--- src/rtl/fetch_pkg.sv ---
// Shared constants and types for the instruction fetch unit and its address checks.
package fetch_pkg;

  localparam logic [31:0] RESET_PC  = 32'h0040_0000;
  localparam logic [31:0] IMEM_BASE = 32'h0040_0000;
  localparam logic [31:0] IMEM_LAST = 32'h0040_4000;

  typedef logic [31:0] instr_t;

  typedef enum logic {
    RUN   = 1'b0,
    FAULT = 1'b1
  } fetch_state_e;

endpackage

--- src/rtl/pc_range_check.sv ---
// Combinational legality check: word-aligned and inside [BASE, LAST] inclusive.
module pc_range_check
  import fetch_pkg::*;
#(
  parameter logic [31:0] BASE = IMEM_BASE,
  parameter logic [31:0] LAST = IMEM_LAST
) (
  input  logic [31:0] pc,
  output logic        legal
);

  assign legal = (pc[1:0] == 2'b00) && (pc >= BASE) && (pc <= LAST);

endmodule

--- src/rtl/instruction_fetch.sv ---
// Instruction fetch: PC, combinational imem read, registered valid/ready output
// stage with redirect flush and illegal-PC fault latch.
module instruction_fetch
  import fetch_pkg::*;
(
  input  logic        clk,
  input  logic        rst_n,
  output logic [31:0] imem_addr,
  input  instr_t      imem_instr,
  input  logic        redirect_valid,
  input  logic [31:0] redirect_pc,
  output logic        out_valid,
  input  logic        out_ready,
  output instr_t      out_instr,
  output logic [31:0] out_pc,
  output logic [31:0] out_pc_plus4,
  output logic        fault,
  output logic [31:0] fault_pc,
  output logic [31:0] fetch_count
);

  fetch_state_e state, state_n;
  logic [31:0]  pc, pc_n;
  logic         out_valid_n;
  instr_t       out_instr_n;
  logic [31:0]  out_pc_n, fault_pc_n, fetch_count_n;
  logic         pc_legal, slot_free, handshake;

  pc_range_check #(.BASE(IMEM_BASE), .LAST(IMEM_LAST)) u_range (
    .pc    (pc),
    .legal (pc_legal)
  );

  assign imem_addr    = pc;
  assign out_pc_plus4 = out_pc + 32'd4;
  assign fault        = (state == FAULT);
  assign slot_free    = !out_valid || out_ready;
  assign handshake    = out_valid && out_ready;

  always_ff @(posedge clk) begin
    if (!rst_n) begin
      state       <= RUN;
      pc          <= RESET_PC;
      out_valid   <= 1'b0;
      out_instr   <= '0;
      out_pc      <= '0;
      fault_pc    <= '0;
      fetch_count <= '0;
    end else begin
      state       <= state_n;
      pc          <= pc_n;
      out_valid   <= out_valid_n;
      out_instr   <= out_instr_n;
      out_pc      <= out_pc_n;
      fault_pc    <= fault_pc_n;
      fetch_count <= fetch_count_n;
    end
  end

  always_comb begin
    state_n       = state;
    pc_n          = pc;
    out_valid_n   = out_valid;
    out_instr_n   = out_instr;
    out_pc_n      = out_pc;
    fault_pc_n    = fault_pc;
    // Handshakes count even when a redirect flushes the same instruction.
    fetch_count_n = fetch_count + {31'd0, handshake};

    if (redirect_valid) begin
      // Illegal targets are accepted here; the fault surfaces on the next free slot.
      state_n     = RUN;
      pc_n        = redirect_pc;
      out_valid_n = 1'b0;
    end else if (state == RUN && slot_free) begin
      if (pc_legal) begin
        out_instr_n = imem_instr;
        out_pc_n    = pc;
        out_valid_n = 1'b1;
        pc_n        = pc + 32'd4;
      end else begin
        state_n     = FAULT;
        fault_pc_n  = pc;
        out_valid_n = 1'b0;
      end
    end
  end

endmodule

--- config.mk ---
export PLATFORM = sky130hd
export DESIGN_NAME = instruction_fetch
export DESIGN_NICKNAME = d
export VERILOG_FILES = /design/src/rtl/fetch_pkg.sv /design/src/rtl/pc_range_check.sv /design/src/rtl/instruction_fetch.sv
export SDC_FILE = /design/constraint.sdc
export NUM_CORES = 1
export LEC_CHECK = 0
export ABC_AREA = 1
export CAP_MARGIN = 10
export CORE_MARGIN = 4
export CORE_UTILIZATION = 34
export CTS_CLUSTER_SIZE = 20
export DETAILED_ROUTE_END_ITERATION = 16
export REMOVE_ABC_BUFFERS = 1
export SYNTH_ARGS = -nofsm -noshare
export SYNTH_HDL_FRONTEND = slang
export SYNTH_HIERARCHICAL = 1
export SYNTH_SLANG_ARGS = --single-unit
--- constraint.sdc ---
create_clock -name clk -period 3.05 [get_ports clk]
set_clock_uncertainty 0.05 [all_clocks]
set_input_delay 0.915 -clock clk [delete_from_list [all_inputs] [get_ports clk]]
set_output_delay 0.915 -clock clk [all_outputs]
set_load 0.01 [all_outputs]
==> Word level (Yosys, flattened, before mapping) <==
Cells that the tools add are included.
W data, S select, Z words.
{ "word_totals": {"ff_bits": 162, "latchBits": 0, "ramBits": 0, "romBits": 0, "inputBits": 68, "out_inout_bits": 194, "elab_cells": 34, "n_memories": 0} }
{ "op_classes": {"addsub": 3, "n_mul": 0, "div_mod_pow": 0, "order_cmp": 2, "n_eq_ne": 0, "n_shift": 0, "n_mux": 4, "n_bitwise": 4, "reduce_logical": 14} }
{ "op_table": {"columns": ["op", "n"], "rows": [
  ["$mux W32", 3],
  ["$add A32 B3 Y32 const B", 2],
  ["$add A32 B1 Y32", 1],
  ["$ge A32 B23 Y1 const B", 1],
  ["$le A32 B23 Y1 const B", 1],
  ["$reduce_and A3 Y1", 2],
  ["$logic_and A1 B1 Y1", 4],
  ["$not A1 Y1", 4],
  ["$reduce_and A2 Y1", 2],
  ["$reduce_bool A2 Y1", 2],
  ["$logic_not A2 Y1", 1],
  ["$reduce_or A2 Y1", 1],
  ["$logic_not A1 Y1", 1],
  ["$logic_or A1 B1 Y1", 1],
  ["$mux W1", 1]
]} }

==> Depth between registers and ports, before layout <==
Gate-level depths: netlist of run 1.
{ "depth": {"depth_word": 6, "depth_mapped": 16, "mapped_depth_nobuf": 16} }

==> By module <==
Netlist of run 1, hierarchy kept.
{ "modules_own_cells": {"columns": ["module", "n_inst", "cells_each", "area_each_um2", "seq_area_each_um2"], "rows": [
  ["instruction_fetch", 1, 1170, 8045.2, 3243.1],
  ["pc_range_check", 1, 49, 201.4, 0.0]
]} }

==> Least setup slack after synthesis of run 1 <==
Ideal clock, no wire load.
{ "synth_path": {"path_type": "reg2out", "start": "register out_pc[3]", "end": "output out_pc_plus4[24]", "arrival_ps": 1489, "required_ps": 2085, "path_slack_ps": 596, "stages_incl_launch_ff": 10, "n_path_buf": 0, "cell_sequence": "dfxtp_1 > ha_1 > nand3_1 > nor2_2 > nand2_2 > nor2_4 > nand2_2 > nor2_4 > nand3_1 > and2_1"} }
{ "synth_between": {"elab_chain_len": 1} }
{ "synth_rtl": {"columns": ["element", "line", "source"], "rows": [
  ["start: declaration", "instruction_fetch.sv:15", "output logic [31:0] out_pc,"],
  ["start signal: assignment", "instruction_fetch.sv:54", "out_pc <= out_pc_n;"],
  ["$add A32 B3 Y32", "instruction_fetch.sv:35", "assign out_pc_plus4 = out_pc + 32'd4;"],
  ["end: declaration", "instruction_fetch.sv:16", "output logic [31:0] out_pc_plus4,"]
]} }
Every way passes these cells.

==> Worst setup path after layout of run 1 <==
{ "layout_path": {"start": "register out_pc[2]", "end": "output out_pc_plus4[22]"} }
Same word-level chain as after synthesis.

==> results of run 1 <==
-- flip-flops by register name, summed over array words and instances, names as in the netlist --
| signal | cells |
|---|---|
| imem_addr | 32 |
| fetch_count | 32 |
| fault | 1 |
| out_instr | 32 |
| fault_pc | 32 |
| out_pc | 32 |
| out_valid | 1 |
-- per-layer routing --
layer	vias up	track usage, %	wire length, um
li1	4476	-	-
met1	4115	29.57	13730
met2	257	35.66	13700
met3	39	6.876	2309
met4	2	6.291	549
met5	-	0	19
-- worst max-delay path: stages, from the launching register on --
cell     delay (ns)
dfxtp_4        0.37
ha_4           0.13
nand3_1        0.08
nor2_2         0.14
nand2_2        0.10
nor2_4         0.13
nand2_2        0.09
nor2_4         0.12
buf_4          0.12
xor2_1         0.13
buf_2          0.15
-- through the flow --
| stage | power [W] | utilization, % | setup slack (ns) | instance area [um2] | hold WS (ns) |
|---|---|---|---|---|---|
| finish | 0.005129 | 50.61 | 0.09777 | 11990 | 0.4134 |
| global route | 0.005341 | 50.60 | -0.002149 | 11980 | 0.4324 |
| CTS | 0.005192 | 50.25 | -0.1112 | 11900 | 0.4175 |
| detailed placement | 0.002979 | 47.58 | 0.09835 | 11270 | 0.4048 |
| global placement | 0.002977 | 47.58 | 0.1263 | 11270 | 0.3999 |
| floorplan | 0.002566 | - | -0.6932 | 8000 | 0.4358 |
-- final timing paths --
kind	endpoint	slack, ns	cells past startpoint
setup reg to reg	imem_addr[28]$_SDFFE_PN0P_	0.71	13
hold reg to reg	fault_pc[0]$_SDFFE_PN0P_	0.41	2
hold / removal	fault_pc[0]$_SDFFE_PN0P_	0.41	2
setup / recovery	out_pc_plus4[22]	0.1	10
-- cells by family after synthesis --
logic type,count (synthesis)
xor+xnor,28
flops,162
simple gates,653
buf+inv,166
compound gates,206
fa+ha+maj,4
-- layout by cell type, fill, tap and decap left out, types with 15 or more instances in the layout --
| master | n |
|---|---|
| dlygate4sd2_1 | 15 |
| xor2_1 | 22 |
| nand3_1 | 73 |
| nor2_1 | 192 |
| o21ai_0 | 82 |
| nand2_1 | 259 |
| nor3_1 | 33 |
| a21oi_1 | 91 |
| clkdlybuf4s50_1 | 238 |
| nor2_2 | 19 |
| buf_4 | 28 |
| dfxtp_1 | 144 |
| inv_1 | 101 |
| clkbuf_16 | 17 |
-- repair_timing --
| action | in CTS | in global routing |
|---|---|---|
| hold buffers | 0 | 0 |
| pin swaps | 3 | 6 |
| resized for setup | 48 | 24 |
| setup endpoints to repair | 23 | 13 |
| setup buffers | 1 | 4 |
-- report_power, final --
group          total (W)  internal [W]  switching [W]  leakage, nW
logic           0.000648      0.000315       0.000333         2.84
clock network    0.00220       0.00124       0.000963        0.283
registers        0.00228       0.00218      0.0000955         1.33
total            0.00513       0.00374        0.00139         4.45
-- layout make-up --
| class | count | area share, % |
|---|---|---|
| antenna | 2 | 0.04175 |
| clock buffer | 18 | 3.664 |
| clock inverter | 14 | 1.284 |
| inverter | 112 | 3.507 |
| multi-input combinational | 891 | 36.95 |
| sequential | 162 | 27.33 |
| tap | 319 | 3.330 |
| timing repair buffer | 293 | 23.89 |
==> impl_metrics.json, run 1 <==
{
  "status": "completed",
  "relSlewSlack_pct": 63.83,
  "drive_above_1_share_pct": 11.01,
  "wl_per_cell_um": 16.73,
  "cap_violations": 0,
  "synth_top_area_cell": "dfxtp_1",
  "antenna_found_initial": 2,
  "setup_viol": 0,
  "yosys.area_share.simple_pct": 35.59,
  "wl_um": 30310,
  "std_cell_rows": 56,
  "yosys-top-cells-count": "nand2_1 (260), nor2_1 (197), dfxtp_1 (162), inv_1 (102), a21oi_1 (91)",
  "synth_compound_area_share_pct": 13.41,
  "start_kind": "register",
  "track_usage_pct": 22.43,
  "finalCritPeriodShare_pct": 96.79,
  "critPathKind": "reg2out",
  "register_area_um2": 3276,
  "cp-end-kind": "primary output",
  "synth_xor_area_share_pct": 2.974,
  "slew_violations": 0,
  "ys.warnings.count": 6,
  "netlist_instances": 1219,
  "htreeDepth": 4,
  "first_iter_violations": 623,
  "synth_top_area_share_pct": 39.33,
  "gp_congestion": 0.8849,
  "tightest_slew_ns": 0.5384,
  "fmax_mhz": 338.7,
  "synthFlopType": "dfxtp_1",
  "final_cells": 1811,
  "drt_pass1_iterations": 6,
  "netlist_top_cells_area": "dfxtp_1 (39%), nand2_1 (12%), nor2_1 (9.0%)",
  "cts_tree": "done",
  "nNetsFinal": 1549,
  "async_reset_ff_share_pct": 0,
  "finalCriticalPeriod_ns": 2.952,
  "synth_cell_type_count": 46,
  "clkSlewWorstSetupHoldPaths_ns": 0.07,
  "synth_seq_cells": 162,
  "numPlacedInstances": 1772,
  "min-delay-start": "fault_pc[0]$_SDFFE_PN0P_",
  "finalHoldViolCount": 0,
  "ir_worst_vdd_v": 0.0002428,
  "seq_area_frac_synth_pct": 39.33,
  "crit_path_max_fanout": 3,
  "synthAdderAreaFrac_pct": 0.6069,
  "grt.overflow.total": 0,
  "grt_pass1_wl_um": 47690,
  "yosys.cell_count.top_type": "nand2_1",
  "core_area_um2": 23680,
  "ant_nets": 0,
  "fp.dieArea_um2": 26810,
  "ios": 262,
  "cp.required_ns": 2.08,
  "area_growth_pct": 45.35,
  "hp-class": "reg2reg",
  "syn_area_per_cell_um2": 6.765,
  "start_util_pct": 34.82,
  "cts_buffer_depth": 2,
  "clock-sinks": 162,
  "synth_top_family_by_area": "simple AND/OR/NAND/NOR gates",
  "port_buffers": 261,
  "hpwlAfterDp_um": 22520,
  "fillCellCount": 2419,
  "clkLatencyLatePin_ns": 0.43,
  "synth_edf_count": 0,
  "startpoint": "out_pc[2]$_SDFFE_PN0P_",
  "drc": 0,
  "multiInputGateArea_um2": 4429,
  "r2r_start": "imem_addr[7]$_SDFFE_PN0P_",
  "setup_tns_ns": 0,
  "die_height_um": 163.7,
  "die_w_um": 163.7,
  "grt_max_degree": 78,
  "powerDensity_nw_per_um2": 427.9,
  "root_buffer": "clkbuf_16",
  "grt_pass1_vias": 8609,
  "yosys-mux-area-fraction_pct": 0,
  "cts_buffers": 17,
  "via_per_inst": 4.908,
  "num_vias": 8889,
  "power_leakage_nw": 4.449,
  "arrival_ns": 1.99,
  "syn-cell-area_um2": 8247
}
(Power assumes the default switching activity.)
==> run 2: changes to the inputs <==
ABC_CLOCK_PERIOD_IN_PS = 3050   (was default)
CAP_MARGIN = default   (was 10)
==> results of run 2 <==
Same layout as run 1: the final DEF is identical, and so are final timing and power.
==> run 3: changes to the inputs <==
--- a/constraint.sdc
+++ b/constraint.sdc
@@ -3,3 +3,3 @@
 set_input_delay 0.915 -clock clk [delete_from_list [all_inputs] [get_ports clk]]
 set_output_delay 0.915 -clock clk [all_outputs]
-set_load 0.01 [all_outputs]
+set_load 0.1 [all_outputs]
==> run 3 against run 2 <==
Effect of this change:
- clock-buffer cell count unchanged
- hold slack lost 0.0025 ns
- die area unchanged
- power up 9.6%
- routed wire length rose by 0.65%
- setup slack worse by 0.038 ns
- flip-flop and latch count did not move
- sequential power is essentially flat
- cell area is 0.46% higher
- maximum frequency fell by 1.3%
- critical path depth shrank 1
- critical path type unchanged
==> impl_metrics.json, run 3 (same netlist as run 1, synthesis figures left out) <==
{
  "status": "completed",
  "grt_pass1_vias": 8422,
  "cp-end-kind": "primary output",
  "wl_per_cell_um": 16.75,
  "antenna_found_initial": 3,
  "grt.overflow.total": 0,
  "std_cell_rows": 56,
  "final_common_cell": "nand2_1",
  "power_leakage_nw": 4.899,
  "fillCellCount": 2369,
  "die_w_um": 163.7,
  "start_kind": "register",
  "power_switching_w": 0.001952,
  "numPlacedInstances": 1772,
  "finalHoldViolCount": 0,
  "hpwlAfterDp_um": 22300,
  "cts_hold_buf": 0,
  "cts_tree": "done",
  "critPathKind": "reg2out",
  "start_util_pct": 34.82,
  "fp.dieArea_um2": 26810,
  "critPathSlowestCell": "dfxtp_4",
  "grt_pass1_wl_um": 47170,
  "p_comb_share_pct": 21.6,
  "hp-class": "reg2reg",
  "mostFrequentLayoutCells": "nand2_1 (257), buf_4 (202), nor2_1 (191)",
  "crit_path_max_incr_delay_ns": 0.37,
  "nNetsFinal": 1557,
  "grt_max_degree": 78,
  "powerDensity_nw_per_um2": 467.1,
  "htreeDepth": 4,
  "clkLatencyLatePin_ns": 0.44,
  "power.share.clock_pct": 38.2,
  "grt_setup_unrepaired": "true",
  "crit_path_max_fanout": 4,
  "area_growth_pct": 46.02,
  "wl_um": 30500,
  "relSlewSlack_pct": 61.89,
  "cts_buffer_depth": 2,
  "cts_buffers": 17,
  "core_area_um2": 23680,
  "first_iter_violations": 667,
  "ant_nets": 0,
  "final_cells": 1821,
  "via_per_inst": 4.908,
  "ios": 262,
  "finalCritPeriodShare_pct": 98.03,
  "track_usage_pct": 22.20,
  "clkSlewWorstSetupHoldPaths_ns": 0.07,
  "worstHoldPathCells": 2,
  "port_buffers": 261,
  "finalCriticalPeriod_ns": 2.990,
  "fmax_mhz": 334.5,
  "num_vias": 8937,
  "setup_viol": 0,
  "cap_violations": 0,
  "root_buffer": "clkbuf_16",
  "tightest_slew_ns": 0.5674,
  "drc": 0,
  "ir_worst_vdd_v": 0.0003039,
  "power_frac_seq_pct": 40.2,
  "internal-power_w": 0.003672,
  "die_height_um": 163.7,
  "path_cells": "buf_4, nand3_4, inv_2, nand2_4, nor2_4, nand4_4, nor2_4, xor2_2, buf_12",
  "rr_worst_depth": 13,
  "slew_violations": 0,
  "drive_above_1_share_pct": 25.30,
  "register_area_um2": 3287,
  "cp.required_ns": 2.08,
  "switching_share_pct": 34.71,
  "drt_pass1_iterations": 5,
  "gp_congestion": 0.8821,
  "arrival_ns": 2.02,
  "clock-sinks": 162,
  "multiInputGateArea_um2": 4541,
  "cpMostUsedCell": "nor2_4",
  "setup_tns_ns": 0
}
## run 3: cell types whose count changed in the layout (fill, tap and decap cells not counted), sizes merged, moves of 2 or more
cell	delta
dlygate4sd2	-15
clkdlybuf4s50	-172
clkbuf	-3
buf	+201
inv	+4
diode	+2
clkinvlp	-2
dlymetal6s2s	-2
## run 3: timing repair
| action | in CTS | in global routing |
|---|---|---|
| endpoints found under the setup margin | 11 | 15 |
| pin swaps | 6 | 18 |
| buffers inserted | 7 | 6 |
| gates resized for setup | 19 | 51 |
## run 3: final timing paths
check / from / to / slack, ns
worst max-delay path: out_pc[3]$_SDFFE_PN0P_ / out_pc_plus4[31] / 0.06
worst min-delay path: fault_pc[26]$_SDFFE_PN0P_ / fault_pc[26]$_SDFFE_PN0P_ / 0.41
worst max register to register: imem_addr[23]$_SDFFE_PN0P_ / imem_addr[28]$_SDFFE_PN0P_ / 0.80
worst min register to register: fault_pc[26]$_SDFFE_PN0P_ / fault_pc[26]$_SDFFE_PN0P_ / 0.41
## run 3: power by group through the flow
stage | sequential [W] | combinational [W] | clock, W
after floorplan | 0.00279 | 0.000312 | 0
after global placement | 0.00231 | 0.00120 | 0
after detailed placement | 0.00231 | 0.00121 | 0
after CTS | 0.00226 | 0.00122 | 0.00220
after global routing | 0.00227 | 0.00128 | 0.00229
final | 0.00226 | 0.00121 | 0.00215
## run 3: area by class of cell
type	instances	area share, %
multi-input cells	891	37.71
flip-flops and latches	162	27.30
repair buffers	301	23.30
clock buffers	18	3.647
inverters	112	3.491
well taps	319	3.315
clock inverters	14	1.164
diodes	4	0.08313
## run 3: metrics by stage
stage               hold WS, ns  setup slack [ns]  total power (W)  instance area (um2)  util, %
floorplan                0.8499            -1.380         0.003101                 8000        -
global placement         0.4012            0.2742         0.003517                11110    46.90
detailed placement       0.4063            0.2559         0.003521                11110    46.90
CTS                      0.4157         -0.008194         0.005683                11810    49.88
global route             0.4301          -0.04623         0.005839                12040    50.82
finish                   0.4110           0.06007         0.005624                12040    50.85
## run 3: per-layer routing
layer	wire (um)	vias up	GRT usage (%)
met3	2351	36	6.248
met2	14020	280	35.06
met5	13	-	0
met4	552	2	6.862
met1	13570	4124	29.52
li1	-	4495	-
## run 3: critical path: cells and delay by family, from the launching register on
family                    cells  cell delay (ns)
and+or+nand+nor               5             0.64
buffers and inverters         3             0.39
DFF                           1             0.37
xor gates and xnor gates      1             0.18
